$ cat src/rtl/fads_pkg.sv
// Shared definitions for the FADS sort scheduler: register offsets, FSM state
// encoding and configuration defaults.
package fads_pkg;

    localparam int TSW_DEF = 32;

    localparam logic [19:0] ADDR_CTRL     = 20'h00;
    localparam logic [19:0] ADDR_DELAY    = 20'h04;
    localparam logic [19:0] ADDR_DURATION = 20'h08;
    localparam logic [19:0] ADDR_STATUS   = 20'h0C;
    localparam logic [19:0] ADDR_FIRED    = 20'h10;
    localparam logic [19:0] ADDR_DROPPED  = 20'h14;
    localparam logic [19:0] ADDR_MERGED   = 20'h18;

    localparam logic [31:0] DEF_SORT_DURATION = 32'd125;

    typedef enum logic [1:0] {
        IDLE  = 2'd0,
        WAIT  = 2'd1,
        PULSE = 2'd2
    } sched_state_e;

endpackage

$ cat src/rtl/red_pitaya_fads_fifo.sv
// Synchronous first-word-fall-through FIFO of due timestamps (depth 2**QSZ).
// A push is accepted while full when a pop happens in the same cycle.
module red_pitaya_fads_fifo #(
    parameter int QSZ = 4,
    parameter int TSW = 32
) (
    input  logic           clk_i,
    input  logic           rst_i,
    input  logic           push_i,
    input  logic [TSW-1:0] data_i,
    input  logic           pop_i,
    input  logic           flush_i,
    output logic [TSW-1:0] head_o,
    output logic [QSZ:0]   level_o,
    output logic           full_o,
    output logic           empty_o
);

    localparam int DEPTH = 1 << QSZ;

    logic [TSW-1:0] mem_q [DEPTH];
    logic [QSZ-1:0] wr_ptr_q, wr_ptr_d;
    logic [QSZ-1:0] rd_ptr_q, rd_ptr_d;
    logic [QSZ:0]   level_q, level_d;
    logic           full_q;
    logic           push_ok;
    logic           pop_ok;

    assign pop_ok  = pop_i && (level_q != '0);
    assign push_ok = push_i && (!full_q || pop_ok);

    always_comb begin
        wr_ptr_d = wr_ptr_q;
        rd_ptr_d = rd_ptr_q;
        level_d  = level_q;
        if (flush_i) begin
            wr_ptr_d = '0;
            rd_ptr_d = '0;
            level_d  = '0;
        end else begin
            if (push_ok) wr_ptr_d = wr_ptr_q + QSZ'(1);
            if (pop_ok)  rd_ptr_d = rd_ptr_q + QSZ'(1);
            case ({push_ok, pop_ok})
                2'b10:   level_d = level_q + (QSZ+1)'(1);
                2'b01:   level_d = level_q - (QSZ+1)'(1);
                default: level_d = level_q;
            endcase
        end
    end

    always_ff @(posedge clk_i) begin
        if (rst_i) begin
            wr_ptr_q <= '0;
            rd_ptr_q <= '0;
            level_q  <= '0;
            full_q   <= 1'b0;
        end else begin
            wr_ptr_q <= wr_ptr_d;
            rd_ptr_q <= rd_ptr_d;
            level_q  <= level_d;
            full_q   <= (level_d == (QSZ+1)'(DEPTH));
        end
    end

    always_ff @(posedge clk_i) begin
        if (push_ok && !flush_i) mem_q[wr_ptr_q] <= data_i;
    end

    assign head_o  = mem_q[rd_ptr_q];
    assign level_o = level_q;
    assign full_o  = full_q;
    assign empty_o = (level_q == '0);

endmodule

$ cat src/rtl/red_pitaya_fads_sort_sched.sv
// FADS sort pulse scheduler: timestamps detector requests and releases each as a
// sort trigger sort_delay cycles later. Define FADS_SCHED_STATS_EN for counters.
module red_pitaya_fads_sort_sched
    import fads_pkg::*;
#(
    parameter int             QSZ      = 4,
    parameter int             TSW      = fads_pkg::TSW_DEF,
    parameter logic [TSW-1:0] NOW_INIT = '0
) (
    input  logic        adc_clk_i,
    input  logic        adc_rst_i,
    input  logic        sort_req_i,
    output logic        sort_trig_o,
    output logic        queue_full_o,
    input  logic [31:0] sys_addr,
    input  logic [31:0] sys_wdata,
    input  logic [3:0]  sys_sel,
    input  logic        sys_wen,
    input  logic        sys_ren,
    output logic [31:0] sys_rdata,
    output logic        sys_err,
    output logic        sys_ack
);

    logic [TSW-1:0] now_q;
    logic           enable_q;
    logic [30:0]    delay_q;
    logic [31:0]    duration_q;
    sched_state_e   state_q, state_d;
    logic [31:0]    cnt_q, cnt_d;
    logic           trig_q, trig_d;
    logic           ack_q;
    logic [31:0]    rdata_q, rdata_d;

    logic [19:0]    addr;
    logic           wr_ctrl;
    logic           flush;
    logic           push_req;
    logic           pop;
    logic           fire;
    logic           merge;
    logic           drop;
    logic           head_due;
    logic [TSW-1:0] head_diff;
    logic [31:0]    dur_load;

    logic [TSW-1:0] fifo_head;
    logic [QSZ:0]   fifo_level;
    logic           fifo_full;
    logic           fifo_empty;

    logic [31:0]    fired_cnt, dropped_cnt, merged_cnt;

    assign addr    = sys_addr[19:0];
    assign wr_ctrl = sys_wen && (addr == ADDR_CTRL);
    // Disabled means continuously flushed; the ctrl flush bit acts in its write cycle.
    assign flush    = (wr_ctrl && sys_wdata[1]) || !enable_q;
    assign push_req = sort_req_i && !flush;
    assign drop     = push_req && fifo_full && !pop;

    // Difference sign gives a wrap-safe "now has reached due" test.
    assign head_diff = now_q - fifo_head;
    assign head_due  = !fifo_empty && !head_diff[TSW-1];
    assign dur_load  = (duration_q == '0) ? 32'd1 : duration_q;

    red_pitaya_fads_fifo #(
        .QSZ (QSZ),
        .TSW (TSW)
    ) u_fifo (
        .clk_i   (adc_clk_i),
        .rst_i   (adc_rst_i),
        .push_i  (push_req),
        .data_i  (now_q + TSW'(delay_q)),
        .pop_i   (pop),
        .flush_i (flush),
        .head_o  (fifo_head),
        .level_o (fifo_level),
        .full_o  (fifo_full),
        .empty_o (fifo_empty)
    );

    always_comb begin
        state_d = state_q;
        cnt_d   = cnt_q;
        pop     = 1'b0;
        fire    = 1'b0;
        merge   = 1'b0;
        if (flush) begin
            state_d = IDLE;
            cnt_d   = '0;
        end else begin
            case (state_q)
                IDLE: begin
                    if (push_req) state_d = WAIT;
                end
                WAIT: begin
                    if (head_due) begin
                        pop     = 1'b1;
                        fire    = 1'b1;
                        cnt_d   = dur_load;
                        state_d = PULSE;
                    end else if (fifo_empty && !push_req) begin
                        state_d = IDLE;
                    end
                end
                PULSE: begin
                    if (head_due) begin
                        pop   = 1'b1;
                        fire  = 1'b1;
                        merge = 1'b1;
                        cnt_d = dur_load;
                    end else if (cnt_q <= 32'd1) begin
                        cnt_d   = '0;
                        state_d = (!fifo_empty || push_req) ? WAIT : IDLE;
                    end else begin
                        cnt_d = cnt_q - 32'd1;
                    end
                end
                default: state_d = IDLE;
            endcase
        end
    end

    // Trigger follows PULSE one cycle later, but drops immediately on a flush.
    assign trig_d = (state_q == PULSE) && !flush;

    always_comb begin
        rdata_d = '0;
        if (sys_ren) begin
            case (addr)
                ADDR_CTRL:     rdata_d[0] = enable_q;
                ADDR_DELAY:    rdata_d    = {1'b0, delay_q};
                ADDR_DURATION: rdata_d    = duration_q;
                ADDR_STATUS: begin
                    rdata_d[QSZ:0]  = fifo_level;
                    rdata_d[17:16]  = state_q;
                    rdata_d[20]     = fifo_full;
                end
                ADDR_FIRED:    rdata_d    = fired_cnt;
                ADDR_DROPPED:  rdata_d    = dropped_cnt;
                ADDR_MERGED:   rdata_d    = merged_cnt;
                default:       rdata_d    = '0;
            endcase
        end
    end

    always_ff @(posedge adc_clk_i) begin
        if (adc_rst_i) begin
            now_q   <= NOW_INIT;
            state_q <= IDLE;
            cnt_q   <= '0;
            trig_q  <= 1'b0;
            ack_q   <= 1'b0;
            rdata_q <= '0;
        end else begin
            now_q   <= now_q + TSW'(1);
            state_q <= state_d;
            cnt_q   <= cnt_d;
            trig_q  <= trig_d;
            ack_q   <= sys_wen || sys_ren;
            rdata_q <= rdata_d;
        end
    end

    always_ff @(posedge adc_clk_i) begin
        if (adc_rst_i) begin
            enable_q   <= 1'b0;
            delay_q    <= '0;
            duration_q <= DEF_SORT_DURATION;
        end else if (sys_wen) begin
            case (addr)
                ADDR_CTRL:     enable_q   <= sys_wdata[0];
                ADDR_DELAY:    delay_q    <= sys_wdata[30:0];
                ADDR_DURATION: duration_q <= sys_wdata;
                default: ;
            endcase
        end
    end

`ifdef FADS_SCHED_STATS_EN
    logic        clr_cnt;
    logic [31:0] fired_q, dropped_q, merged_q;

    assign clr_cnt = wr_ctrl && sys_wdata[2];

    always_ff @(posedge adc_clk_i) begin
        if (adc_rst_i || clr_cnt) begin
            fired_q   <= '0;
            dropped_q <= '0;
            merged_q  <= '0;
        end else begin
            if (fire  && (fired_q   != '1)) fired_q   <= fired_q   + 32'd1;
            if (drop  && (dropped_q != '1)) dropped_q <= dropped_q + 32'd1;
            if (merge && (merged_q  != '1)) merged_q  <= merged_q  + 32'd1;
        end
    end

    assign fired_cnt   = fired_q;
    assign dropped_cnt = dropped_q;
    assign merged_cnt  = merged_q;
`else
    assign fired_cnt   = '0;
    assign dropped_cnt = '0;
    assign merged_cnt  = '0;
`endif

    logic unused_sig;
    assign unused_sig = ^{sys_sel, sys_addr[31:20], sys_wdata, fire, drop, merge};

    assign sort_trig_o  = trig_q;
    assign queue_full_o = fifo_full;
    assign sys_rdata    = rdata_q;
    assign sys_ack      = ack_q;
    assign sys_err      = 1'b0;

endmodule
$ cat config.mk
export PLATFORM = sky130hd
export DESIGN_NAME = red_pitaya_fads_sort_sched
export DESIGN_NICKNAME = d
export VERILOG_FILES = /design/src/rtl/fads_pkg.sv /design/src/rtl/red_pitaya_fads_fifo.sv /design/src/rtl/red_pitaya_fads_sort_sched.sv
export SDC_FILE = /design/constraint.sdc
export NUM_CORES = 1
export LEC_CHECK = 0
export BUFFER_PORTS_ARGS = -buffer_cell sky130_fd_sc_hd__buf_2
export CORE_MARGIN = 2
export CORE_UTILIZATION = 30
export DETAILED_ROUTE_END_ITERATION = 8
export PLACE_DENSITY_LB_ADDON = 0.05
export SLEW_MARGIN = 30
export SYNTH_ARGS = -nofsm -noshare
export SYNTH_HDL_FRONTEND = slang
export SYNTH_SLANG_ARGS = --single-unit
$ cat constraint.sdc
create_clock -name adc_clk_i -period 6.4 [get_ports adc_clk_i]
set_input_delay 0.96 -clock adc_clk_i [delete_from_list [all_inputs] [get_ports adc_clk_i]]
set_output_delay 0.96 -clock adc_clk_i [all_outputs]
set_load 0.05 [all_outputs]
==> flow_summary.ini <==
[status]
status = finished clean

[sta]
slew_viol_final = 0
clock-skew-final_ps = 21.7
post-route-min-period_ps = 5910
worst_pin_slew_ps = 911
hold_viol = 0
maxSlewHeadroom_pct = 38.9
finalSetupTns_ps = 0
setup_viol_count_final = 0
rsz0062_at_grt = false
worst_slack_ps = 491
post-route-period-util_pct = 92.3
max_freq_ghz = 0.169

[synthesis]
ys_seq_elements = 694
synth-main-ff-cell = edfxtp_1
synth_cell_types = 83
syn-num-nets = 2185
synth_edf_count = 512
syn-cell-area_um2 = 29700
netlist_instances = 2035
yosysWarnings = 0
ys_seq_area_share_pct = 64.0
syn_avg_cell_area_um2 = 14.6
async_flop_share_pct = 0

[global_route]
antenna_found_initial = 0
grt.overflow.total = 0
grt_pass1_wl_um = 128000
track_usage_pct = 17.2
grt_max_degree = 52
use_met3_pct = 2.41
grt_pass1_vias = 18422
grt.busiest_layer = met2
use_met1_pct = 23.2
grt_use_met2_pct = 28.8

[floorplan]
initial_core_util_pct = 30.2
die_h_um = 319
die_w_um = 319
core_area_um2 = 98300
ios = 109
rows = 115
dieArea_um2 = 102000

[power_and_ir_drop]
total_power_mw = 9.47
p_sw_share_pct = 20.3
comb_power_share_pct = 0.7
p_leak_nw = 12.2
power.switching_mw = 1.92
power_per_cell_area_nw_per_um2 = 268
clkPwrFrac_pct = 48.8
sequentialPowerShare_pct = 50.5
p_int_mw = 7.55
vdd_drop_max_uv = 174

[placed_design]
dp_worst_setup_slack_ps = 464
dp_hpwl_um = 55900
portBuffers = 91
dpl_cell_area_um2 = 32700
gp_congestion = 0.781

[clock_network]
cts_root_buf = clkbuf_16
cts-hold-fix-buffers = 0
numCtsBuffers = 82
clk_pin_slew_ps = 60
h-tree-depth = 3
ctsResizeCount = 0
clkSinkCount = 694
cts_max_path_buffers = 3
cts_tree = done
clk_latency_ps = 640
post_cts_buffers = 0

[finish]
design_area_um2 = 35400
finalNetCount = 2358
drive_above_1_share_pct = 23.3
layout-area-overhead-vs-synth_pct = 19.1

[routing]
ant_nets = 0
viasPerCell = 5.00
drcViolationCount = 0
wl_per_cell_um = 24.4
firstDrtPassIters = 7
vias = 17791
drt_iter0_markers = 1352
drt-total-wl_um = 87000

[run]
cap_violations = 0

[worst_setup_path]
crit_type = reg -> reg
cp.arrival_ps = 6480
crit_path_end_kind = register
start_kind = register
cp.required_ps = 6970
path_max_fanout = 23

[min_path]
min_path_type = reg -> reg
## synth_stat cells, types with 6 or more instances
cell,instances,area share [%]
inv_1,54,0.68
nand4_1,15,0.32
mux2i_1,40,1.3
dfxtp_1,182,12
mux4_2,157,12
nand3_1,32,0.54
buf_2,8,0.13
o21ai_0,39,0.66
a22oi_1,25,0.63
xor2_1,35,1.0
nor4_1,17,0.36
a31oi_1,6,0.13
nor2_1,153,1.9
buf_1,16,0.20
and4_1,7,0.21
edfxtp_1,512,52
ha_1,76,3.2
nor2b_1,10,0.21
o211ai_1,8,0.20
nand2_1,191,2.4
o21a_1,9,0.23
o22ai_1,10,0.21
and3_1,21,0.44
a221oi_1,9,0.27
xnor2_1,43,1.3
nor3_1,33,0.56
a21o_1,21,0.53
clkbuf_1,66,0.83
a211oi_1,12,0.30
nand2b_1,14,0.29
nand3b_1,9,0.23
a21oi_1,112,1.9
## per-stage QoR
step / instances / utilization [%] / hold slack [ps]
6_report: 3560 / 36.0 / 470
5_1_grt: 3559 / 36.0 / 488
4_1_cts: 3558 / 36.0 / 466
3_5_place_dp: 3410 / 33.3 / 455
3_3_place_gp: 3410 / 33.2 / 450
2_1_floorplan: 2035 / - / 435
## layer usage
layer	wire (um)	part of all wire [%]	up-vias
met5	0	0	-
met4	1710	2.0	0
met3	2990	3.4	109
met2	42400	49	347
met1	39900	46	9165
li1	-	-	8170
## layout by cell type (no fill, tap or decap), drive strengths merged, types with 15 or more instances in the layout
| master | count |
|---|---|
| nor3 | 33 |
| buf | 188 |
| nor2 | 154 |
| nand2 | 194 |
| mux2i | 40 |
| a22oi | 25 |
| a21oi | 114 |
| ha | 76 |
| a21o | 22 |
| nand3 | 33 |
| o21ai | 41 |
| clkinv | 28 |
| inv | 56 |
| and3 | 21 |
| xor2 | 35 |
| clkbuf | 109 |
| mux4 | 157 |
| nor4 | 21 |
| dfxtp | 182 |
| nand4 | 15 |
| xnor2 | 43 |
| edfxtp | 512 |
## state kept, by name, summed over array words and instances, names as in the netlist, named ones only
name and count:
u_fifo.mem_q 512, enable_q 1, sys_ack 1, u_fifo.full_o 1
duration_q 32, delay_q 31, sys_rdata 32, u_fifo.wr_ptr_q 4
cnt_q 32, sort_trig_o 1, state_q 2, now_q 32
u_fifo.rd_ptr_q 4, u_fifo.level_o 5
## worst max-delay path, cell delays in order (launching register included)
cell	delay [ps]
dfxtp_4	470
buf_4	460
mux4_2	600
mux4_2	500
inv_1	70
ha_1	230
nand2_1	70
nor2_1	40
a211oi_1	440
o211ai_1	290
nor4_2	510
o211ai_1	200
a21oi_4	190
inv_1	80
ha_1	230
xor2_1	140
ha_1	240
a21o_1	130
nand2_1	50
a21oi_1	140
a211oi_1	70
or3_1	320
a21oi_1	170
and3_1	180
## path summary, 6_finish.rpt
kind | start | to | slack (ps) | depth (start not counted)
max | register | u_fifo.full_o | 490 | 23
min | cnt_q[25] | cnt_q[25] | 470 | 2
max reg2reg | register | u_fifo.full_o | 490 | 23
min reg2reg | cnt_q[25] | cnt_q[25] | 470 | 2
## area by class of cell
class / count / area, um2
Antenna cell: 1 / 2.50
Clock buffer: 109 / 2290
Clock inverter: 39 / 350
Fill cell: 9349 / 62900
Inverter: 55 / 206
Multi-Input combinational cell: 1187 / 10300
Sequential cell: 694 / 19000
Tap cell: 1287 / 1610
Timing Repair Buffer: 188 / 1580
## cell families (layout without fill, tap and decap cells)
logic type      count (synthesis)  after routing  synth area share, %
other cells                     1              2               0.0126
xor+xnor                       78             78                 2.30
fa+ha+maj                      77             77                 3.27
mux                           197            197                 13.2
simple gates                  546            546                 8.79
buf+inv                       154            391                 2.16
flops                         694            694                 64.0
compound gates                288            288                 6.22
## power by group through the flow
stage / combinational, mW / clock (mW) / sequential [mW]
after floorplan: 0.0293 / 0 / 4.87
after global placement: 0.0687 / 0 / 4.87
after detailed placement: 0.0699 / 0 / 4.87
after CTS: 0.0699 / 4.77 / 4.78
after global routing: 0.0761 / 4.93 / 4.77
final: 0.0687 / 4.62 / 4.78
Power figures use the tool's default switching activity.
